[config.mk]
export PLATFORM = sky130hd
export DESIGN_NAME = registro_arranque_multicanal
export DESIGN_NICKNAME = d
export VERILOG_FILES = /design/src/rtl/registro_arranque_multicanal.sv
export SDC_FILE = /design/constraint.sdc
export NUM_CORES = 1
export LEC_CHECK = 0
export BUFFER_PORTS_ARGS = -buffer_cell sky130_fd_sc_hd__buf_4
export CELL_PAD_IN_SITES_DETAIL_PLACEMENT = 1
export CELL_PAD_IN_SITES_GLOBAL_PLACEMENT = 1
export CORE_MARGIN = 2
export CORE_UTILIZATION = 39
export DETAILED_ROUTE_END_ITERATION = 16
export PLACE_DENSITY_LB_ADDON = 0.1
export SYNTH_ARGS = -nofsm -noshare
export SYNTH_HDL_FRONTEND = slang
export SYNTH_SLANG_ARGS = --single-unit
[constraint.sdc]
create_clock -name clk -period 1.8 [get_ports clk]
set_clock_uncertainty 0.05 [all_clocks]
set_input_delay 0.09 -clock clk [delete_from_list [all_inputs] [get_ports clk]]
set_output_delay 0.09 -clock clk [all_outputs]
set_load 0.05 [all_outputs]
[src/rtl/registro_arranque_multicanal.sv]
// Bank of N start/control registers written from the soft-processor output port.
// Each channel latches a command, goes busy, emits one start pulse and clears on listo.
module registro_arranque_multicanal #(
  parameter int         N         = 4,
  parameter int         WIDTH     = 8,
  parameter logic [7:0] BASE_ADDR = 8'h10,
  parameter logic [7:0] CLR_ADDR  = 8'h1F,
  parameter bit         AUTO_CLR  = 1'b1
) (
  input  logic                 clk,
  input  logic                 rst,
  input  logic                 EN,
  input  logic                 W_Strobe,
  input  logic [7:0]           port_id,
  input  logic [7:0]           port_out,
  input  logic [N-1:0]         listo,
  output logic [N*WIDTH-1:0]   dato_salida,
  output logic [N-1:0]         arranque,
  output logic [N-1:0]         ocupado,
  output logic [N-1:0]         error_sobre
);

  logic               strobe_prev_q, strobe_prev_d;
  logic [N-1:0]       listo_prev_q, listo_prev_d;
  logic [N*WIDTH-1:0] dato_q, dato_d;
  logic [N-1:0]       ocupado_q, ocupado_d;
  logic [N-1:0]       ocupado_prev_q, ocupado_prev_d;
  logic [N-1:0]       arranque_q, arranque_d;
  logic [N-1:0]       error_q, error_d;

  logic               wr;
  logic [WIDTH-1:0]   wdata;
  logic               wdata_nz;
  logic [7:0]         chan_addr;
  logic               chan_hit;
  logic               listo_rise;

  always_comb begin
    strobe_prev_d  = W_Strobe;
    listo_prev_d   = listo;
    dato_d         = dato_q;
    ocupado_d      = ocupado_q;
    ocupado_prev_d = ocupado_q;
    error_d        = error_q;
    chan_addr      = 8'h00;
    chan_hit       = 1'b0;
    listo_rise     = 1'b0;

    // A strobe held high yields a single write on its rising edge only.
    wr       = EN & W_Strobe & ~strobe_prev_q;
    wdata    = port_out[WIDTH-1:0];
    wdata_nz = |wdata;

    // Clear first so a same-cycle error set below takes priority.
    if (wr && (port_id == CLR_ADDR)) begin
      error_d = '0;
    end

    for (int i = 0; i < N; i++) begin
      chan_addr  = BASE_ADDR + 8'(i);
      chan_hit   = wr && (port_id == chan_addr);
      listo_rise = listo[i] & ~listo_prev_q[i];
      if (chan_hit) begin
        dato_d[i*WIDTH +: WIDTH] = wdata;
        ocupado_d[i]             = wdata_nz;
        if (ocupado_q[i] && wdata_nz) begin
          error_d[i] = 1'b1;
        end
      end else if (listo_rise && ocupado_q[i]) begin
        ocupado_d[i] = 1'b0;
        if (AUTO_CLR) begin
          dato_d[i*WIDTH +: WIDTH] = '0;
        end
      end
    end

    // Start pulse lags the busy rise by one cycle.
    arranque_d = ocupado_q & ~ocupado_prev_q;
  end

  always_ff @(posedge clk or posedge rst) begin
    if (rst) begin
      strobe_prev_q  <= 1'b0;
      listo_prev_q   <= '0;
      dato_q         <= '0;
      ocupado_q      <= '0;
      ocupado_prev_q <= '0;
      arranque_q     <= '0;
      error_q        <= '0;
    end else begin
      strobe_prev_q  <= strobe_prev_d;
      listo_prev_q   <= listo_prev_d;
      dato_q         <= dato_d;
      ocupado_q      <= ocupado_d;
      ocupado_prev_q <= ocupado_prev_d;
      arranque_q     <= arranque_d;
      error_q        <= error_d;
    end
  end

  assign dato_salida = dato_q;
  assign arranque    = arranque_q;
  assign ocupado     = ocupado_q;
  assign error_sobre = error_q;

endmodule
==> results of run 1 <==
-- layout by cell type (no fill, tap or decap), drive strengths merged --
master and count:
or4 2, nand3b 4, inv 13, nor4b 1, and3b 1, dlygate4sd3 6, nor2b 6, nand2 32
clkbuf 5, bufinv 2, mux2i 36, nand4 5, and2 2, o21ai 8, nor2 3, clkinv 1
o2bb2ai 4, dfrtp 53, buf 72
-- worst min-delay path, cell delays in order --
cell	delay (ns)
buf_4	0.08
inv_1	0.06
mux2i_1	0.12
-- metrics by stage --
stage	total power [W]	area (µm²)	hold slack, ns	cells	utilization [%]
after global routing	0.00242	2940	0.0595	326	56.4
after detailed placement	0.00142	2740	0.124	312	52.7
final	0.00234	2940	0.0436	326	56.4
after CTS	0.00236	2940	0.0417	326	56.4
after global placement	0.00142	2740	0.121	312	52.7
after floorplan	0.00133	2130	0.0714	174	-
-- area by class of cell --
type | instances | area (µm²) | share of cell area [%]
inverter | 13 | 48.8 | 1.66
tap | 70 | 87.6 | 2.98
sequential | 53 | 1330 | 45.1
multi-input combinational | 104 | 728 | 24.8
clock buffer | 5 | 68.8 | 2.34
clock inverter | 3 | 65.1 | 2.21
timing repair buffer | 78 | 613 | 20.9
-- metal layers --
metal  GRT usage (%)  up-vias
li1                -      746
met1            23.4      787
met2            30.6       42
met3            4.30        6
met4            4.39        0
met5               0        -
-- sequential cells by signal, indices dropped and copies added, names as in the netlist --
| signal | count |
|---|---|
| ocupado | 4 |
| listo_prev_q | 4 |
| ocupado_prev_q | 4 |
| strobe_prev_q | 1 |
| error_sobre | 4 |
| arranque | 4 |
| dato_salida | 32 |
-- logic make-up after synthesis --
group                  share of synthesized area, %
and+or+nand+nor                                13.7
muxes                                          16.9
DFF                                            62.2
buffers and inverters                          3.70
AOI/OAI and AO/OA                              3.52
-- how the worst min path moves through the flow --
stage	cells past startpoint	endpoint	from
floorplan	0	listo_prev_q[0]$_DFF_PP0_	listo[0]
global placement	3	dato_salida[20]$_DFFE_PP0P_	rst
detailed placement	3	dato_salida[25]$_DFFE_PP0P_	rst
CTS	3	dato_salida[29]$_DFFE_PP0P_	port_out[5]
global route	3	dato_salida[6]$_DFFE_PP0P_	port_out[6]
finish	3	dato_salida[29]$_DFFE_PP0P_	port_out[5]
-- report_power, final --
part / internal (W) / total (W) / leakage [nW] / switching [W]
registers: 0.00121 / 0.00122 / 0.728 / 0.00000989
clock network: 0.000552 / 0.000935 / 0.0681 / 0.000382
logic: 0.0000762 / 0.000184 / 0.929 / 0.000108
total: 0.00184 / 0.00234 / 1.73 / 0.000500
==> results.py, run 1 <==
metrics = {
    "status": {
        "run_status": "finished clean",
    },
    "floorplan": {
        "die_height_um": 78.0,
        "die_width_um": 78.0,
        "start_util_pct": 41.0,
        "rows": 26,
        "coreArea_um2": 5200,
        "die_area_um2": 6080,
        "io_pins": 68,
    },
    "timing": {
        "worst_pin_slew_ns": 0.445,
        "fmax_mhz": 722,
        "finalCritPeriodShare_pct": 76.9,
        "fin_ws_ns": 0.416,
        "rsz0062_at_grt": "false",
        "slew_viol_final": 0,
        "hold_viol": 0,
        "finalSetupTns_ns": 0,
        "slew_headroom_pct": 70.2,
        "fin_crit_ns": 1.38,
        "setup_viol": 0,
    },
    "place": {
        "dp.final_hpwl_um": 3680,
        "place_congestion": 0.706,
        "preCtsSetupSlack_ns": 0.421,
        "io_buffers": 67,
    },
    "worst_setup_path": {
        "crit_buf_inv": 3,
        "slowest_delay_ns": 0.54,
        "cp-start-kind": "input pin",
        "critical_path_peak_fanout": 10,
        "cp_top_family": "buffers and inverters",
        "r2r_start": "strobe_prev_q$_DFF_PP0_",
        "required_ns": 1.97,
        "crit_chain": "dlygate4sd3_1, buf_4, and3b_1, nand4_1, buf_4, mux2i_1",
        "cp_slowest_cell": "dlygate4sd3_1",
        "cpMostUsedCell": "buf_4",
        "cp-endpoint": "dato_salida[4]$_DFFE_PP0P_",
        "crit_cells": 6,
        "crit_arrival_ns": 1.56,
        "critPathLaunch": "W_Strobe",
        "reg2regPathDepth": 4,
        "worstSetupEndpointType": "flop",
        "critical_path_class": "input pin to flop",
        "r2r-end": "dato_salida[4]$_DFFE_PP0P_",
        "r2r_setup_slack_ns": 0.42,
    },
    "drt": {
        "route.met3.wl_um": 231,
        "met1_length_um": 2260,
        "maxUsedRoutingLayer": "met4",
        "drc": 0,
        "postRouteAntennaNets": 0,
        "drt_iter0_markers": 55,
        "wl_um": 5160,
        "vias": 1581,
        "drt-vias-per-instance": 4.85,
        "dr_wl_met2_um": 2610,
        "wire_per_inst_um": 15.8,
        "dr.pass1.iters": 4,
    },
    "yosys": {
        "synth.most_common_cell": "dfrtp_1",
        "synth_edf_count": 0,
        "yosys_most_used_dff": "dfrtp_1",
        "syn_nets": 198,
        "synthDistinctLibCells": 16,
        "synth_common_cells": "dfrtp_1, mux2i_1, nand2_1",
        "ys_top_cells_by_area": "dfrtp_1, mux2i_1, nand2_1, inv_1, o21ai_0",
        "synth_seq_area_share_pct": 62.2,
        "netlist_instances": 174,
        "async_flop_share_pct": 100,
        "ys_ff_latch": 53,
        "synth_top_cell_area_share_pct": 62.2,
        "syn_avg_cell_area_um2": 12.3,
        "syn_area_um2": 2130,
        "yosys_warnings": 0,
        "yosysTopAreaCell": "dfrtp_1",
    },
    "pwr": {
        "vdd_ir_drop_max_uv": 381,
        "leakagePower_nw": 1.73,
        "powerDensity_nw_per_um2": 795,
    },
    "clock_tree": {
        "max-clock-path-buffers": 2,
        "insertion_delay_ns": 0.30,
        "ctsHoldBuffers": 6,
        "clock-sinks": 53,
        "cts_max_level": 2,
        "clk_pin_slew_worst_paths_ns": 0.09,
        "cts_resized": 0,
        "cts_tree": "done",
        "numCtsBuffers": 5,
        "post_cts_buffers": 0,
        "cts_root_buf": "clkbuf_8",
    },
    "finish": {
        "antennaDiodeCount": 0,
        "fillers": 568,
        "drive_above_1_share_pct": 32.4,
        "final_nets": 279,
        "area_growth_syn_to_layout_pct": 37.7,
    },
    "global_routing": {
        "grt_max_degree": 54,
        "grt_usage_pct": 18.1,
        "grt_pass1_vias": 1632,
        "antenna_found_initial": 0,
        "grt-ovfl-total": 0,
        "grt_first_pass_wirelength_um": 8440,
    },
    "run": {
        "drv_cap": 0,
    },
    "worst_hold_path": {
        "hold_class": "input pin to flop",
    },
}
Power figures use the tool's default switching activity.
==> run 2: changes to the inputs <==
- clock period: 1.8 -> 1.3 ns (I/O delays scaled with it)
==> run 2 against run 1 <==
Net effect: the run now ends with setup timing left; combinational power increased by 43%; critical path type is now flop to flop; via count rose by 4.9%; die area did not move; hold slack got worse by 0.025 ns; highest routed layer unchanged; clock-buffer cell count rose by 1; power increased by 26%; final area up 2.3%; non-clock buffer count increased by 8; utilization increased by 1.3 points; sequential share of layout area decreased by 1.0 points; critical path depth down 2; routed wire length grew 14%.
==> results.py, run 2 (synthesis gave the netlist of run 1 again) <==
metrics = {
    "clock_tree": {
        "clock-sinks": 53,
        "cts_max_level": 2,
        "cts_tree": "done",
        "insertion_delay_ns": 0.31,
        "clk_pin_slew_worst_paths_ns": 0.10,
        "cts_root_buf": "clkbuf_8",
        "numCtsBuffers": 5,
        "max-clock-path-buffers": 2,
    },
    "drt": {
        "postRouteAntennaNets": 0,
        "wl_um": 5880,
        "wire_per_inst_um": 17.6,
        "drt-vias-per-instance": 4.97,
        "dr.pass1.iters": 4,
        "drc": 0,
        "vias": 1659,
        "drt_iter0_markers": 47,
    },
    "worst_setup_path": {
        "crit_buf_inv": 1,
        "worstSetupEndpointType": "flop",
        "r2r_start": "strobe_prev_q$_DFF_PP0_",
        "crit_cells": 4,
        "r2r-end": "dato_salida[11]$_DFFE_PP0P_",
        "critical_path_class": "flop to flop",
        "cp_top_family": "simple AND/OR/NAND/NOR gates",
        "r2r_setup_slack_ns": -0.15,
        "crit_arrival_ns": 1.61,
        "slowest_delay_ns": 0.41,
        "critical_path_peak_fanout": 5,
        "required_ns": 1.47,
        "crit_chain": "nor4b_4, nand4_1, buf_6, mux2i_2",
        "reg2regPathDepth": 4,
        "cp_slowest_cell": "dfrtp_1",
        "cp-start-kind": "flop",
    },
    "global_routing": {
        "grt_max_degree": 54,
        "antenna_found_initial": 0,
        "grt_pass1_vias": 1759,
        "grt_usage_pct": 20.6,
        "grt-ovfl-total": 0,
        "grt_first_pass_wirelength_um": 9400,
    },
    "worst_hold_path": {
        "hold_class": "input pin to flop",
        "holdPathStages": 3,
        "min_from": "port_out[7]",
        "hold_end": "dato_salida[31]$_DFFE_PP0P_",
    },
    "finish": {
        "stdcell_count": 334,
        "area_growth_syn_to_layout_pct": 40.9,
        "most-common-layout-cells": "buf_4, dfrtp_1, mux2i_1",
        "largest_register_ffs": 32,
        "antennaDiodeCount": 0,
        "mostFrequentLayoutCell": "buf_4",
        "final_nets": 287,
        "drive_above_1_share_pct": 36.4,
    },
    "floorplan": {
        "io_pins": 68,
        "rows": 26,
        "coreArea_um2": 5200,
        "die_height_um": 78.0,
        "start_util_pct": 41.0,
        "die_area_um2": 6080,
        "die_width_um": 78.0,
    },
    "timing": {
        "rsz0062_at_grt": "true",
        "fin_ws_ns": -0.147,
        "holdWs_ns": 0.0189,
        "setup_viol": 40,
        "fin_crit_ns": 1.45,
        "slew_viol_final": 0,
        "fmax_mhz": 691,
        "worst_pin_slew_ns": 0.432,
        "finalCritPeriodShare_pct": 111,
        "hold_viol": 0,
        "slew_headroom_pct": 71.1,
    },
    "pwr": {
        "powerDensity_nw_per_um2": 976,
        "leakagePower_nw": 1.73,
        "vdd_ir_drop_max_uv": 397,
    },
    "status": {
        "violations": "setup timing",
        "run_status": "complete, but fails checks",
    },
    "place": {
        "io_buffers": 67,
        "dp.final_hpwl_um": 3890,
        "dp.cells": 318,
        "place_congestion": 0.717,
    },
    "run": {
        "drv_cap": 0,
    },
}
[run 2: cell types whose count changed in the layout (fill, tap and decap cells not counted), sizes merged]
cell and change:
buf +8, bufinv -2, clkbuf +1, clkinv +1, clkinvlp +1, inv -1
[run 2: routing by layer]
metal / vias to the layer above / wire, µm / GRT usage, %
met4: 0 / 43 / 4.21
met2: 45 / 3110 / 36.1
met1: 849 / 2450 / 26.3
met5: - / 0 / 0
li1: 761 / - / -
met3: 4 / 269 / 4.53
[run 2: repair_timing]
item / CTS / global route
hold buffers: 6 / 0
endpoints found under the setup margin: 40 / 40
endpoints found under the hold margin: 58 / 0
buffers inserted: 1 / 0
gates resized for setup: 8 / 3
gates cloned: 1 / 0
[run 2: how the worst max path moves through the flow]
stage | start | to | slack, ns
after CTS | strobe_prev_q$_DFF_PP0_ | dato_salida[4]$_DFFE_PP0P_ | -0.13
after detailed placement | strobe_prev_q$_DFF_PP0_ | dato_salida[6]$_DFFE_PP0P_ | -0.13
after global placement | strobe_prev_q$_DFF_PP0_ | dato_salida[5]$_DFFE_PP0P_ | -0.05
final | strobe_prev_q$_DFF_PP0_ | dato_salida[11]$_DFFE_PP0P_ | -0.15
after floorplan | ocupado[0]$_DFFE_PP0P_ | dato_salida[0]$_DFFE_PP0P_ | 0.02
after global routing | strobe_prev_q$_DFF_PP0_ | dato_salida[11]$_DFFE_PP0P_ | -0.22
[run 2: through the flow]
stage	utilization [%]	cell area (µm²)	total power [W]	worst slack [ns]	TNS [ns]
after global routing	57.8	3010	0.00305	-0.224	-6.54
after CTS	57.5	2990	0.00295	-0.126	-3.39
after detailed placement	53.7	2790	0.00197	-0.130	-3.36
final	57.8	3010	0.00293	-0.147	-3.83
after floorplan	-	2140	0.00184	0.0215	0
after global placement	53.7	2790	0.00196	-0.0522	-1.38
[run 2: area by class of cell]
class	count	area, µm²
Sequential cell	53	1330
Clock buffer	6	82.6
Inverter	13	52.6
Multi-Input combinational cell	104	752
Tap cell	70	87.6
Timing Repair Buffer	86	692
Fill cell	560	2200
Clock inverter	2	13.8
[run 2: report_power, final]
part           total, W  switching [W]  internal [W]
Clock          0.000986       0.000553      0.000433
Sequential      0.00169      0.0000144       0.00167
Combinational  0.000263       0.000155      0.000108
Total           0.00293       0.000723       0.00221
[run 2: worst min-delay path, cell delays in order]
cell and delay [ns]:
buf_4 0.08, inv_1 0.06, mux2i_1 0.12
==> run 3: changes to the inputs <==
- BUFFER_PORTS_ARGS: -buffer_cell sky130_fd_sc_hd__buf_4 -> not set
- CORE_UTILIZATION: 39 -> 48
- DONT_BUFFER_PORTS: not set -> 1
- TNS_END_PERCENT: not set -> 30
==> run 3 against run 2 <==
Net effect: the run still ends with setup timing left; sequential power is essentially flat; critical path type unchanged; largest cell class unchanged; utilization grew 7.3 points; first-iteration DRC count grew 51%; sequential share of layout area grew 3.0 points.
==> results.py, run 3 (synthesis gave the netlist of run 1 again) <==
metrics = {
    "run": {
        "drv_cap": 0,
    },
    "timing": {
        "fin_ws_ns": -0.133,
        "fmax_mhz": 698,
        "worst_pin_slew_ns": 0.494,
        "rsz0062_at_grt": "true",
        "setup_viol": 40,
        "slew_headroom_pct": 67.0,
        "fin_crit_ns": 1.43,
        "slew_viol_final": 0,
        "finalCritPeriodShare_pct": 110,
        "hold_viol": 0,
    },
    "worst_setup_path": {
        "r2r_start": "strobe_prev_q$_DFF_PP0_",
        "crit_arrival_ns": 1.58,
        "critical_path_class": "flop to flop",
        "r2r_setup_slack_ns": -0.13,
        "cp-start-kind": "flop",
        "required_ns": 1.44,
        "worstSetupEndpointType": "flop",
        "critical_path_peak_fanout": 10,
        "reg2regPathDepth": 5,
        "critPathLaunch": "strobe_prev_q$_DFF_PP0_",
        "r2r-end": "dato_salida[4]$_DFFE_PP0P_",
    },
    "status": {
        "violations": "setup timing",
        "run_status": "complete, but fails checks",
    },
    "finish": {
        "drive_above_1_share_pct": 25.1,
        "antennaDiodeCount": 0,
        "largest_register_ffs": 32,
        "mostFrequentLayoutCell": "dfrtp_1",
        "stdcell_count": 291,
        "area_growth_syn_to_layout_pct": 32.0,
        "most-common-layout-cells": "dfrtp_1, buf_4, mux2i_1",
        "design_area_um2": 2820,
        "final_nets": 262,
    },
    "worst_hold_path": {
        "hold_class": "input pin to flop",
        "min_from": "listo[2]",
        "hold_end": "ocupado[2]$_DFFE_PP0P_",
        "holdPathStages": 3,
    },
    "drt": {
        "dr.pass1.iters": 3,
        "postRouteAntennaNets": 0,
        "wl_um": 5660,
        "wire_per_inst_um": 19.5,
        "drc": 0,
        "drt_iter0_markers": 71,
        "drt-vias-per-instance": 5.35,
        "vias": 1556,
    },
    "clock_tree": {
        "clock-sinks": 53,
        "cts_max_level": 2,
        "clk_pin_slew_worst_paths_ns": 0.10,
        "max-clock-path-buffers": 2,
        "cts_root_buf": "clkbuf_8",
        "insertion_delay_ns": 0.31,
        "numCtsBuffers": 5,
        "cts_tree": "done",
    },
    "floorplan": {
        "coreArea_um2": 4320,
        "io_pins": 68,
        "rows": 24,
        "die_width_um": 70.7,
        "die_area_um2": 4990,
        "die_height_um": 70.7,
        "start_util_pct": 49.3,
    },
    "place": {
        "dp.cells": 267,
        "io_buffers": 0,
        "place_congestion": 0.741,
        "dp.final_hpwl_um": 3700,
        "dpl_cell_area_um2": 2520,
    },
    "pwr": {
        "leakagePower_nw": 1.61,
        "vdd_ir_drop_max_uv": 580,
        "power_w": 0.00305,
        "powerDensity_nw_per_um2": 1080,
    },
    "global_routing": {
        "grt_pass1_vias": 1735,
        "grt-ovfl-total": 0,
        "grt_max_degree": 54,
        "grt_first_pass_wirelength_um": 9340,
        "antenna_found_initial": 0,
        "grt_usage_pct": 24.8,
    },
}
## run 3: cell count changes in the layout (fill, tap and decap cells not counted), sizes merged
cell / before / now
clkbuf: 6 / 5
clkinv: 2 / 1
bufinv: 0 / 1
buf: 80 / 47
clkinvlp: 1 / 2
dlygate4sd3: 6 / 14
## run 3: worst max path at each step
stage / endpoint / slack, ns / depth (start not counted)
6_report: dato_salida[4]$_DFFE_PP0P_ / -0.13 / 5
5_1_grt: dato_salida[3]$_DFFE_PP0P_ / -0.22 / 5
4_1_cts: dato_salida[17]$_DFFE_PP0P_ / -0.12 / 4
3_5_place_dp: dato_salida[22]$_DFFE_PP0P_ / -0.09 / 4
3_3_place_gp: dato_salida[14]$_DFFE_PP0P_ / -0.03 / 4
2_1_floorplan: dato_salida[0]$_DFFE_PP0P_ / 0.02 / 3
## run 3: cell type report
class	instances	area (µm²)
Clock buffer	5	68.8
Clock inverter	3	46.3
Fill cell	450	1510
Inverter	13	52.6
Multi-Input combinational cell	104	736
Sequential cell	53	1330
Tap cell	52	65.1
Timing Repair Buffer	61	520
## run 3: power by group
| group | internal [W] | switching [W] | total [W] |
|---|---|---|---|
| clock | 0.000577 | 0.000565 | 0.00114 |
| sequential | 0.00167 | 0.0000147 | 0.00169 |
| combinational | 0.0000798 | 0.000141 | 0.000221 |
## run 3: repair_timing
item                                   in CTS  in global routing
setup endpoints to repair                  40                 40
pin swaps                                   4                  0
gates cloned                                1                  0
gates resized for setup                     4                  4
hold buffers                               14                  0
endpoints found under the hold margin      92                  0
buffers inserted                            1                  0
## run 3: worst max-delay path, cell delays in order (launching register included)
cell and delay (ns):
dfrtp_1 0.40, nor4b_4 0.24, buf_4 0.18, nand4_1 0.10, buf_6 0.19, mux2i_2 0.15
## run 3: through the flow
step	hold WS (ns)	util [%]	TNS (ns)	worst slack (ns)
2_1_floorplan	0.0464	-	0	0.0215
3_3_place_gp	-0.0252	58.3	-0.574	-0.0256
3_5_place_dp	-0.0210	58.3	-2.38	-0.0924
4_1_cts	0.0754	64.9	-3.09	-0.119
5_1_grt	0.0853	65.1	-6.40	-0.218
6_report	0.0550	65.1	-3.35	-0.133
## run 3: layer usage
metal	global-route usage [%]	up-vias	routed length, µm
li1	-	717	-
met1	31.2	785	2360
met2	43.5	44	2960
met3	5.70	10	257
met4	6.71	0	89
met5	0	-	0
